### src/rtl/uart_tx.sv
// uart_tx: byte-wide UART transmitter with a valid/ready input handshake.
// Frame = start bit (0), eight data bits LSB first, optional even parity bit,
// stop bit (1). Every bit lasts CLKS_PER_BIT clock cycles. A byte offered
// during the last stop-bit cycle is accepted and its start bit follows
// immediately, so frames can run back-to-back without an idle gap.
module uart_tx #(
  parameter int CLKS_PER_BIT = 10,
  parameter int PARITY_EN    = 0
) (
  input  logic       clk,
  input  logic       rst,
  input  logic [7:0] tx_data,
  input  logic       tx_valid,
  output logic       tx_ready,
  output logic       serial_out,
  output logic       tx_busy,
  output logic       tx_done
);

  // 10 bits covers the whole legal CLKS_PER_BIT range (2..1023).
  localparam int CNT_W = 10;
  localparam logic [CNT_W-1:0] BIT_LAST = CNT_W'(CLKS_PER_BIT - 1);

  typedef enum logic [2:0] {
    IDLE   = 3'd0,
    START  = 3'd1,
    DATA   = 3'd2,
    PARITY = 3'd3,
    STOP   = 3'd4
  } state_t;

  state_t           state_reg, state_next;
  logic [CNT_W-1:0] cnt_reg, cnt_next;       // cycles spent in the current bit
  logic [2:0]       idx_reg, idx_next;       // data bit index, wraps 7->0
  logic [7:0]       shift_reg, shift_next;   // captured byte, shifted right per data bit
  logic             parity_reg, parity_next; // even parity of the captured byte
  logic             serial_reg, serial_next;
  logic             busy_reg, busy_next;
  logic             done_reg, done_next;

  logic bit_end;
  logic accept;

  // Last cycle of the bit currently on the line.
  assign bit_end = (cnt_reg == BIT_LAST);

  // Ready only when idle or in the final stop-bit cycle; reset blocks any accept.
  assign tx_ready = ~rst & ((state_reg == IDLE) | ((state_reg == STOP) & bit_end));
  assign accept   = tx_valid & tx_ready;

  assign serial_out = serial_reg;
  assign tx_busy    = busy_reg;
  assign tx_done    = done_reg;

  // Next-state, counter, datapath and registered-output logic.
  always_comb begin
    state_next  = state_reg;
    cnt_next    = cnt_reg;
    idx_next    = idx_reg;
    shift_next  = shift_reg;
    parity_next = parity_reg;
    serial_next = 1'b1;
    busy_next   = 1'b0;
    done_next   = 1'b0;

    // The bit-cycle counter runs in every non-idle state and clears at each bit boundary.
    if (state_reg != IDLE) begin
      cnt_next = bit_end ? '0 : cnt_reg + CNT_W'(1);
    end

    case (state_reg)
      IDLE: begin
        cnt_next = '0;
        idx_next = '0;
        if (accept) begin
          state_next  = START;
          shift_next  = tx_data;
          parity_next = ^tx_data;
        end
      end
      START: begin
        if (bit_end) begin
          state_next = DATA;
        end
      end
      DATA: begin
        if (bit_end) begin
          shift_next = {1'b0, shift_reg[7:1]};
          idx_next   = idx_reg + 3'd1;
          if (idx_reg == 3'd7) begin
            state_next = (PARITY_EN != 0) ? PARITY : STOP;
          end
        end
      end
      PARITY: begin
        if (bit_end) begin
          state_next = STOP;
        end
      end
      STOP: begin
        if (bit_end) begin
          if (accept) begin
            state_next  = START;
            shift_next  = tx_data;
            parity_next = ^tx_data;
          end else begin
            state_next = IDLE;
          end
        end
      end
      default: begin
        state_next = IDLE;
        cnt_next   = '0;
        idx_next   = '0;
      end
    endcase

    // Line level for the cycle after this edge follows the state we are entering.
    case (state_next)
      IDLE:    serial_next = 1'b1;
      START:   serial_next = 1'b0;
      DATA:    serial_next = shift_next[0];
      PARITY:  serial_next = parity_next;
      STOP:    serial_next = 1'b1;
      default: serial_next = 1'b1;
    endcase

    busy_next = (state_next != IDLE);
    // Pulse lands in the cycle right after the final stop-bit cycle.
    done_next = (state_reg == STOP) & bit_end;
  end

  // State and output registers; reset aborts any frame and drops the captured byte.
  always_ff @(posedge clk) begin
    if (rst) begin
      state_reg  <= IDLE;
      cnt_reg    <= '0;
      idx_reg    <= '0;
      shift_reg  <= '0;
      parity_reg <= 1'b0;
      serial_reg <= 1'b1;
      busy_reg   <= 1'b0;
      done_reg   <= 1'b0;
    end else begin
      state_reg  <= state_next;
      cnt_reg    <= cnt_next;
      idx_reg    <= idx_next;
      shift_reg  <= shift_next;
      parity_reg <= parity_next;
      serial_reg <= serial_next;
      busy_reg   <= busy_next;
      done_reg   <= done_next;
    end
  end

endmodule

### config.mk
export PLATFORM = sky130hd
export DESIGN_NAME = uart_tx
export DESIGN_NICKNAME = d
export VERILOG_FILES = /design/src/rtl/uart_tx.sv
export SDC_FILE = /design/constraint.sdc
export NUM_CORES = 1
export LEC_CHECK = 0
export BUFFER_PORTS_ARGS = -buffer_cell sky130_fd_sc_hd__buf_2
export CAP_MARGIN = 0
export CORE_MARGIN = 2
export CORE_UTILIZATION = 62
export CTS_CLUSTER_DIAMETER = 60
export DETAILED_ROUTE_END_ITERATION = 12
export PLACE_DENSITY_LB_ADDON = 0.1
export SLEW_MARGIN = 15
export SYNTH_ARGS = -nofsm -noshare
export SYNTH_HDL_FRONTEND = slang
export SYNTH_SLANG_ARGS = --single-unit
### constraint.sdc
create_clock -name clk -period 2.96 [get_ports clk]
set_clock_uncertainty 0.1 [all_clocks]
set_input_delay 0.296 -clock clk [delete_from_list [all_inputs] [get_ports clk]]
set_output_delay 0.296 -clock clk [all_outputs]
set_load 0.01 [all_outputs]
==> results of run 1 <==
[layer usage]
layer	track usage	up-vias	part of all wire
met5	0	-	0
met4	0.0897	0	0.0060
met3	0.0343	2	0.034
met2	0.413	19	0.49
met1	0.294	551	0.47
li1	-	607	-
[stage by stage]
| stage | power, mW | cells | hold WS, ps | worst slack (ps) |
|---|---|---|---|---|
| 2_1_floorplan | 0.467 | 162 | 332 | 997 |
| 3_3_place_gp | 0.489 | 198 | 346 | 922 |
| 3_5_place_dp | 0.491 | 198 | 348 | 802 |
| 4_1_cts | 0.675 | 202 | 156 | 456 |
| 5_1_grt | 0.696 | 202 | 168 | 316 |
| 6_report | 0.669 | 202 | 164 | 473 |
[cells in the mapped netlist, types with 2 or more instances]
library cell  count  area share
a21oi_1           7       0.024
a22o_1            2       0.012
a22oi_1           7       0.036
a31oi_1           3       0.013
and2_1            2      0.0085
and3_1            2      0.0085
and3_2            2       0.010
and4_1            2       0.012
buf_2             2      0.0068
clkbuf_1          3      0.0076
dfxtp_1          28        0.38
ha_1              4       0.034
inv_1             5       0.013
mux2i_1           2       0.014
nand2_1          11       0.028
nand2b_1          3       0.013
nand3_1           3       0.010
nor2_1           20       0.051
nor2b_1           2      0.0085
nor3_1            7       0.024
nor3b_1           3       0.015
nor4_1            2      0.0085
nor4_4            2       0.029
or3_1             3       0.013
xnor2_1          11       0.065
xor2_1            4       0.024
[final timing paths]
check	startpoint	end	slack [ps]	depth (start not counted)
max	cnt_reg[0]$_SDFFE_PP0N_	tx_ready	470	6
max reg2reg	cnt_reg[0]$_SDFFE_PP0N_	serial_out$_SDFF_PP1_	800	6
min	tx_data[0]	shift_reg[0]$_SDFF_PP0_	160	3
min reg2reg	shift_reg[3]$_SDFFE_PP0P_	shift_reg[3]$_SDFFE_PP0P_	360	2
[cell type report]
| cell class | instances | area share |
|---|---|---|
| Multi-Input combinational cell | 123 | 0.548 |
| Sequential cell | 28 | 0.352 |
| Timing Repair Buffer | 14 | 0.0440 |
| Clock buffer | 4 | 0.0228 |
| Tap cell | 28 | 0.0220 |
| Inverter | 5 | 0.0118 |
[worst max-delay path, stage by stage (launching register included)]
cell and delay [ps]:
dfxtp_1 410, ha_1 200, nor4b_4 360, nand3_2 210, and2_1 240, nor4_1 180, buf_2 180
[report_power, final]
group	leakage [nW]	internal [mW]	switching, mW
sequential	0.227	0.389	0.00888
clock	0.0210	0.0752	0.111
combinational	0.321	0.0390	0.0466
[kinds of logic (layout without fill, tap and decap cells)]
logic type | after synthesis | after routing
DFF | 28 | 28
AOI/OAI and AO/OA | 30 | 30
buffers and inverters | 11 | 23
muxes | 2 | 2
adders and majority gates | 4 | 4
and+or+nand+nor | 72 | 72
xor gates and xnor gates | 15 | 15
==> metrics.txt, run 1 <==
sequential share of the synthesized area=0.379; post-synthesis async set-or-reset flop share=0; multi-input logic area=873 µm²; io pins=15; simple-gate share of the synthesized area=0.296; Synth Area in Adders=0.0339; H-tree Lvls=1; num rows=17; XOR/XNOR share of the synthesized area=0.0889; IO Port Bufs=14; Slew HR=0.623; synth unique cells=46; Via Count=1179; initial DRC count=15; global-route wire length before repair=4940 µm; Hold Crit Class=input pin to register; total track usage=0.237; final hold violations=0; post-route cell area=1590 µm²; placed cell area=1560 µm²; maximum buffer depth of the clock tree=2; Max Transition Viols Final=0; DRC viols=0; initial antenna violation count=0; fin util=0.714; ys flop type=dfxtp_1; total gr overflow=0; Pleak=0.569 nW; Worst Path Arrival=2090 ps; Total Routed Length=2840 µm; Mapped Area=1480 µm²; worst-path fanout max=5; core area=2230 µm²; Mean Syn Cell Area=9.12 µm²; Synth Area in Compound Gates=0.159; Placer Congestion=0.856; CTS resizes=0; final net count=190; vias in the first global route=1159; most common cell after layout, fill and taps aside=dfxtp_1; worst slew pin tran=564 ps; 1st-pass router iterations=4; Die X-Extent=52.8 µm; syn_nets=177; Worst Path Required=2560 ps; latest clock arrival within the worst-skew pair=320 ps; Area growth, synth to finish=7.87%; clk sink count=28; Initial Utilization=0.662; hold_buf cts=0; Setup crit end kind=output pin; Final period util=0.840; largest family of logic cells by synthesized area=simple AND/OR/NAND/NOR gates; Max IR drop VDD=0.303 mV; Final setup violation count=0; CTS root buf=clkbuf_4; max-cap viol count=0; synthesized instance count=162; Storage cell area=561 µm²; max reg flops=10; pin count of the biggest net entering global routing=22; Post-synth EDFFs=0; unrepaired setup endpoints after global routing=no; Die Ht=52.8 µm; total CTS buffers=3; Final HPWL DP=2150 µm; setup TNS=0 ps; # diodes=0; Synth Register Bits=28; Yosys Warn Count=0; Fmax=0.402 GHz; min Tclk post-route=2490 ps; CP Class=register to output pin; CP Launch Type=register; run status=completed; clock-pin slew on the worst setup and hold paths=150 ps; CTS tree=yes; mux share of post-synthesis cell area=0.0135; PwrDens=420 nW/µm²; average routed wire per standard cell=14.1 µm; Vias per Instance=5.84; Routed Antenna Nets=0; die area=2790 µm²; fill count=178; share of layout cells above drive strength 1=0.190; most frequent cells in the layout=dfxtp_1 (28), nor2_1 (20), buf_2 (14); Post-CTS Setup Repair Bufs=0
No activity file was read; power rests on OpenSTA's default activity.
==> run 2, diff against run 1 <==
- CORE_UTILIZATION: 62 -> 57
- clock period: 2.96 -> 2.3 ns (I/O delays scaled with it)
==> metrics.txt, run 2 (same netlist as run 1, synthesis figures left out) <==
run status=completed (unchanged); Fmax=0.472 GHz; pin count of the biggest net entering global routing=21 (was 22); most frequent cells in the layout=dfxtp_1 (26), nor2_1 (20), buf_2 (14) (was dfxtp_1 (28), nor2_1 (20), buf_2 (14)); Placer Congestion=0.783 (was 0.856); share of layout cells above drive strength 1=0.247 (was 0.190); Max Transition Viols Final=0 (unchanged); clk sink count=28 (unchanged); Die Ht=54.9 µm (was 52.8 µm); fill count=207 (was 178); Area growth, synth to finish=12.9% (was 7.87%); met2 Use GR=0.405 (was 0.413); Initial Utilization=0.596 (was 0.662); Hold Crit Class=input pin to register (unchanged); Post-Place Cells=205 (was 198); fin util=0.673 (was 0.714); global-route wire length before repair=5160 µm (was 4940 µm); fin cells=212 (was 202); Final period util=0.921; Hold Slack=111 ps (was 164 ps); Setup crit end kind=output pin (unchanged); die area=3020 µm² (was 2790 µm²); # diodes=0 (unchanged); 1st-pass router iterations=4 (unchanged); Via Count=1230 (was 1179); DRC viols=0 (unchanged); total CTS buffers=3 (unchanged); CP Launch Type=register (unchanged); CTS tree=yes (unchanged); clock-pin slew on the worst setup and hold paths=150 ps (about the same); Max IR drop VDD=0.506 mV (was 0.303 mV); vias in the first global route=1183 (was 1159); initial DRC count=27 (was 15); total track usage=0.237 (about the same); multi-input logic area=882 µm² (was 873 µm²); io pins=15 (unchanged); Routed Antenna Nets=0 (unchanged); final net count=198 (was 190); IO Port Bufs=14 (unchanged); Final setup violation count=0 (unchanged); Worst Path Required=1970 ps (was 2560 ps); CTS root buf=clkbuf_4 (unchanged); worst-path fanout max=4 (was 5); Worst Path Arrival=1790 ps (was 2090 ps); Pleak=0.614 nW (was 0.569 nW); Vias per Instance=5.80 (was 5.84); min Tclk post-route=2120 ps; PwrDens=519 nW/µm² (was 420 nW/µm²); Die X-Extent=54.9 µm (was 52.8 µm); max reg flops=10 (unchanged); setup ws final=182 ps (was 473 ps); met3 Usage GRT=0.0726 (was 0.0343); Slew HR=0.694 (was 0.623); average routed wire per standard cell=14.5 µm (was 14.1 µm); CP Class=register to output pin (unchanged); num rows=18 (was 17); total gr overflow=0 (unchanged); initial antenna violation count=0 (unchanged); global routing usage on met1=0.279 (was 0.294); worst slew pin tran=459 ps (was 564 ps); core area=2480 µm² (was 2230 µm²); latest clock arrival within the worst-skew pair=330 ps (was 320 ps); max-cap viol count=0 (unchanged); Placement Setup Slack=265 ps (was 802 ps); total power=0.866 mW (was 0.669 mW); Storage cell area=563 µm² (was 561 µm²); Total Routed Length=3070 µm (was 2840 µm); gr busiest metal=met2 (unchanged); H-tree Lvls=1 (unchanged); most common cell after layout, fill and taps aside=dfxtp_1 (unchanged); Final HPWL DP=2350 µm (was 2150 µm); maximum buffer depth of the clock tree=2 (unchanged); final hold violations=0 (unchanged)
## run 2: changes by cell type in the layout (fill, tap and decap cells not counted), sizes merged
cell	before	now
buf	14	22
## run 2: final timing paths
kind	startpoint	endpoint	slack [ps]	cells past startpoint
min reg2reg	shift_reg[2]$_SDFFE_PP0P_	shift_reg[2]$_SDFFE_PP0P_	370	2
max reg2reg	cnt_reg[1]$_SDFFE_PP0N_	shift_reg[6]$_SDFFE_PP0P_	250	9
min	tx_valid	tx_busy$_SDFF_PP0_	110	3
max	cnt_reg[1]$_SDFFE_PP0N_	tx_ready	180	7
## run 2: stage by stage
stage / TNS, ps / cell area (µm²)
after detailed placement: 0 / 1600
final: 0 / 1670
after floorplan: 0 / 1480
after global placement: 0 / 1600
after global routing: -0.634 / 1670
after CTS: 0 / 1640
## run 2: final cells by class
cell class | count | area share
Sequential cell | 28 | 0.338
Clock buffer | 4 | 0.0218
Multi-Input combinational cell | 123 | 0.529
Inverter | 5 | 0.0113
Tap cell | 30 | 0.0225
Timing Repair Buffer | 22 | 0.0780
## run 2: where the power goes
group          switching [mW]  leakage (nW)  internal, mW
logic                  0.0691         0.365        0.0553
clock network           0.138        0.0210        0.0969
registers             0.00636         0.228         0.500
total                   0.214         0.614         0.652
## run 2: critical path, cell delays in order, from the launching register on
cell and delay, ps:
dfxtp_2 350, inv_1 50, ha_1 160, nor4b_4 250, nand3_2 170, and2_4 220, nor4_2 110, buf_2 160
## run 2: layer usage
| layer | vias up | wire length, µm |
|---|---|---|
| li1 | 622 | - |
| met1 | 579 | 1360 |
| met2 | 27 | 1570 |
| met3 | 2 | 126 |
| met4 | 0 | 14 |
| met5 | - | 0 |
## run 2: what timing repair did
item | CTS | global route
setup buffers | 1 | 2
setup endpoints to repair | 1 | 1
hold buffers | 0 | 0
endpoints found under the hold margin | 0 | 0
pin swaps | 0 | 1
resized for setup | 0 | 4
cloned | 0 | 0
==> run 3, diff against run 2 <==
- ABC_AREA: unset -> 1
- CELL_PAD_IN_SITES_DETAIL_PLACEMENT: unset -> 1
- CELL_PAD_IN_SITES_GLOBAL_PLACEMENT: unset -> 2
- CORE_UTILIZATION: 57 -> 32
==> metrics.txt, run 3 <==
run status=completed (unchanged); Post-synth EDFFs=0 (unchanged); clk sink count=28 (unchanged); ys flop type=dfxtp_1 (unchanged); unrepaired setup endpoints after global routing=no; area share of the leading cell type in the synthesized netlist=0.363 (was 0.379); post-synthesis async set-or-reset flop share=0 (unchanged); Synth Area in Adders=0.0324 (was 0.0339); mux share of post-synthesis cell area=0 (was 0.0135); Slew HR=0.749 (was 0.694); Die X-Extent=73.4 µm (was 54.9 µm); Die Ht=73.4 µm (was 54.9 µm); Post-CTS Setup Repair Bufs=0 (was 1); Storage cell area=561 µm² (was 563 µm²); final hold violations=0 (unchanged); Gate power share=0.124 (was 0.144); Mean Syn Cell Area=6.65 µm² (was 9.12 µm²); Setup crit end kind=output pin (unchanged); worst-path cell chain=ha_1 -> nand3_1 -> nor2_4 -> nand3_2 -> a21oi_1 -> buf_2 (was inv_1 -> ha_1 -> nor4b_4 -> nand3_2 -> and2_4 -> nor4_2 -> buf_2); IO Port Bufs=14 (unchanged); CP Launch Type=register (unchanged); Vias per Instance=4.75 (was 5.80); syn_nets=247 (was 177); setup TNS=0 ps (unchanged); Placer Congestion=0.755 (was 0.783); fin cells=302 (was 212); multi-input logic area=836 µm² (was 882 µm²); Worst Path Required=1970 ps (about the same); most frequent cells in the layout=nand2_1 (71), inv_1 (32), dfxtp_1 (28) (was dfxtp_1 (26), nor2_1 (20), buf_2 (14)); Fmax=0.504 GHz (was 0.472 GHz); total CTS buffers=3 (unchanged); CP Class=register to output pin (unchanged); Routed Antenna Nets=0 (unchanged); Final period util=0.864 (was 0.921); worst-path fanout max=4 (unchanged); core area=4690 µm² (was 2480 µm²); maximum buffer depth of the clock tree=2 (unchanged); num rows=25 (was 18); H-tree Lvls=1 (unchanged); worst path bufs/invs=1 (was 2); setup ws final=314 ps (was 182 ps); CTS root buf=clkbuf_8 (was clkbuf_4); internal power=0.777 mW (was 0.652 mW); largest family of logic cells by synthesized area=simple AND/OR/NAND/NOR gates (unchanged); slowest CP cell=dfxtp_1 (was dfxtp_2); min Tclk post-route=1990 ps (was 2120 ps); total gr overflow=0 (unchanged); clock power share=0.387 (was 0.271); max reg flops=10 (unchanged); Worst Path Arrival=1660 ps (was 1790 ps); Total Routed Length=3720 µm (was 3070 µm); sequential share of the synthesized area=0.363 (was 0.379); share of layout cells above drive strength 1=0.145 (was 0.247); synth unique cells=29 (was 46); largest cells by area after synthesis=dfxtp_1 (36%), nand2_1 (17%), inv_1 (7.8%) (was dfxtp_1 (38%), xnor2_1 (6.5%), nor2_1 (5.1%)); switching power=0.257 mW (was 0.214 mW); hold_buf cts=0 (unchanged); Max Transition Viols Final=0 (unchanged); total power=1.03 mW (was 0.866 mW); Via Count=1434 (was 1230); # diodes=0 (unchanged); fin util=0.372 (was 0.673); Placement Setup Slack=444 ps (was 265 ps); Synth Register Bits=28 (unchanged); pin count of the biggest net entering global routing=18 (was 21); global-route wire length before repair=6460 µm (was 5160 µm); most common cell after layout, fill and taps aside=nand2_1 (was dfxtp_1); Pleak=0.793 nW (was 0.614 nW); Max IR drop VDD=0.202 mV (was 0.506 mV); Mapped Area=1540 µm² (was 1480 µm²); Final setup violation count=0 (unchanged); Post-synth top cells=nand2_1 (71), inv_1 (32), dfxtp_1 (28), nor2_1 (24), a21oi_1 (14) (was dfxtp_1 (28), nor2_1 (20), nand2_1 (11), xnor2_1 (11)); max-cap viol count=0 (unchanged); Sw Ratio=0.249 (was 0.247); Initial Utilization=0.329 (was 0.596); DRC viols=0 (unchanged); initial DRC count=32 (was 27); Reg power frac=0.489 (was 0.585); PwrDens=593 nW/µm² (was 519 nW/µm²); vias in the first global route=1409 (was 1183); Post-Place Cells=298 (was 205); synthesized instance count=232 (was 162); CTS tree=yes (unchanged); CTS resizes=0 (unchanged); final net count=264 (was 198); die area=5390 µm² (was 3020 µm²); fill count=631 (was 207); post-synth top area cell=dfxtp_1 (unchanged); worst slew pin tran=376 ps (was 459 ps); delay of the slowest critical-path stage=400 ps (was 350 ps); total track usage=0.153 (was 0.237); Hold Crit Class=input pin to register (unchanged); initial antenna violation count=0 (unchanged); 1st-pass router iterations=4 (unchanged); count leader, synth=nand2_1 (was dfxtp_1); latest clock arrival within the worst-skew pair=280 ps (was 330 ps); average routed wire per standard cell=12.3 µm (was 14.5 µm); Yosys Warn Count=0 (unchanged); simple-gate share of the synthesized area=0.354 (was 0.296); XOR/XNOR share of the synthesized area=0.0284 (was 0.0889); clock-pin slew on the worst setup and hold paths=100 ps (was 150 ps); Synth Area in Compound Gates=0.127 (was 0.159); io pins=15 (unchanged); CP delay by family, top=simple AND/OR/NAND/NOR gates (unchanged); Area growth, synth to finish=13.1% (was 12.9%); Final HPWL DP=2990 µm (was 2350 µm)
## run 3: changes by cell type after synthesis, sizes merged, moves of 4 or more
cell	before	now
nand3	4	13
xnor2	11	3
inv	5	36
a22oi	7	2
and3	4	0
nand2	12	76
o21ai	0	10
nor2	20	28
a21oi	8	16
nor4	4	0
## run 3: layout make-up
| class | instances | share of cell area |
|---|---|---|
| Sequential cell | 28 | 0.321 |
| Tap cell | 54 | 0.0387 |
| Clock inverter | 1 | 0.0172 |
| Multi-Input combinational cell | 165 | 0.479 |
| Timing Repair Buffer | 14 | 0.0402 |
| Clock buffer | 3 | 0.0237 |
| Inverter | 37 | 0.0796 |
## run 3: cell families (layout without fill, tap and decap cells)
group                    count (synthesis)  count (layout)
AO/OA/AOI/OAI                           34              34
XOR/XNOR                                 5               5
adder cells (fa/ha/maj)                  4               4
buffers and inverters                   39              55
flip-flops                              28              28
AND/OR/NAND/NOR                        122             122
## run 3: power by group through the flow
stage | registers [mW] | logic (mW) | clock network [mW]
2_1_floorplan | 0.517 | 0.0877 | 0
3_3_place_gp | 0.517 | 0.130 | 0
3_5_place_dp | 0.517 | 0.130 | 0
4_1_cts | 0.506 | 0.131 | 0.413
5_1_grt | 0.509 | 0.151 | 0.431
6_report | 0.506 | 0.128 | 0.400
## run 3: worst reg2reg max path: cells and delay by family, from the launching register on
kind	cells	cell delay, ps
buffers and inverters	1	50
AND/OR/NAND/NOR	10	1040
flip-flops	1	400
adder cells (fa/ha/maj)	1	170
## run 3: per-stage QoR
stage | hold slack (ps) | instance area [µm²]
finish | 198 | 1740
global route | 236 | 1740
CTS | 198 | 1740
detailed placement | 365 | 1670
global placement | 357 | 1670
floorplan | 333 | 1540
## run 3: metal layers
metal	vias to the layer above	track usage	share of wire
met3	5	0.0206	0.018
met1	662	0.224	0.55
li1	758	-	-
met5	-	0	0
met2	9	0.235	0.42
met4	0	0.0424	0.012
## run 3: worst paths after layout
path / startpoint / slack, ps / to / depth (start not counted)
worst min register to register: shift_reg[0]$_SDFF_PP0_ / 380 / shift_reg[0]$_SDFF_PP0_ / 2
worst max register to register: cnt_reg[0]$_SDFFE_PP0N_ / 440 / serial_out$_SDFF_PP1_ / 12
worst min-delay path: tx_data[7] / 200 / shift_reg[7]$_SDFFE_PP0P_ / 5
worst max-delay path: cnt_reg[0]$_SDFFE_PP0N_ / 310 / tx_ready / 6
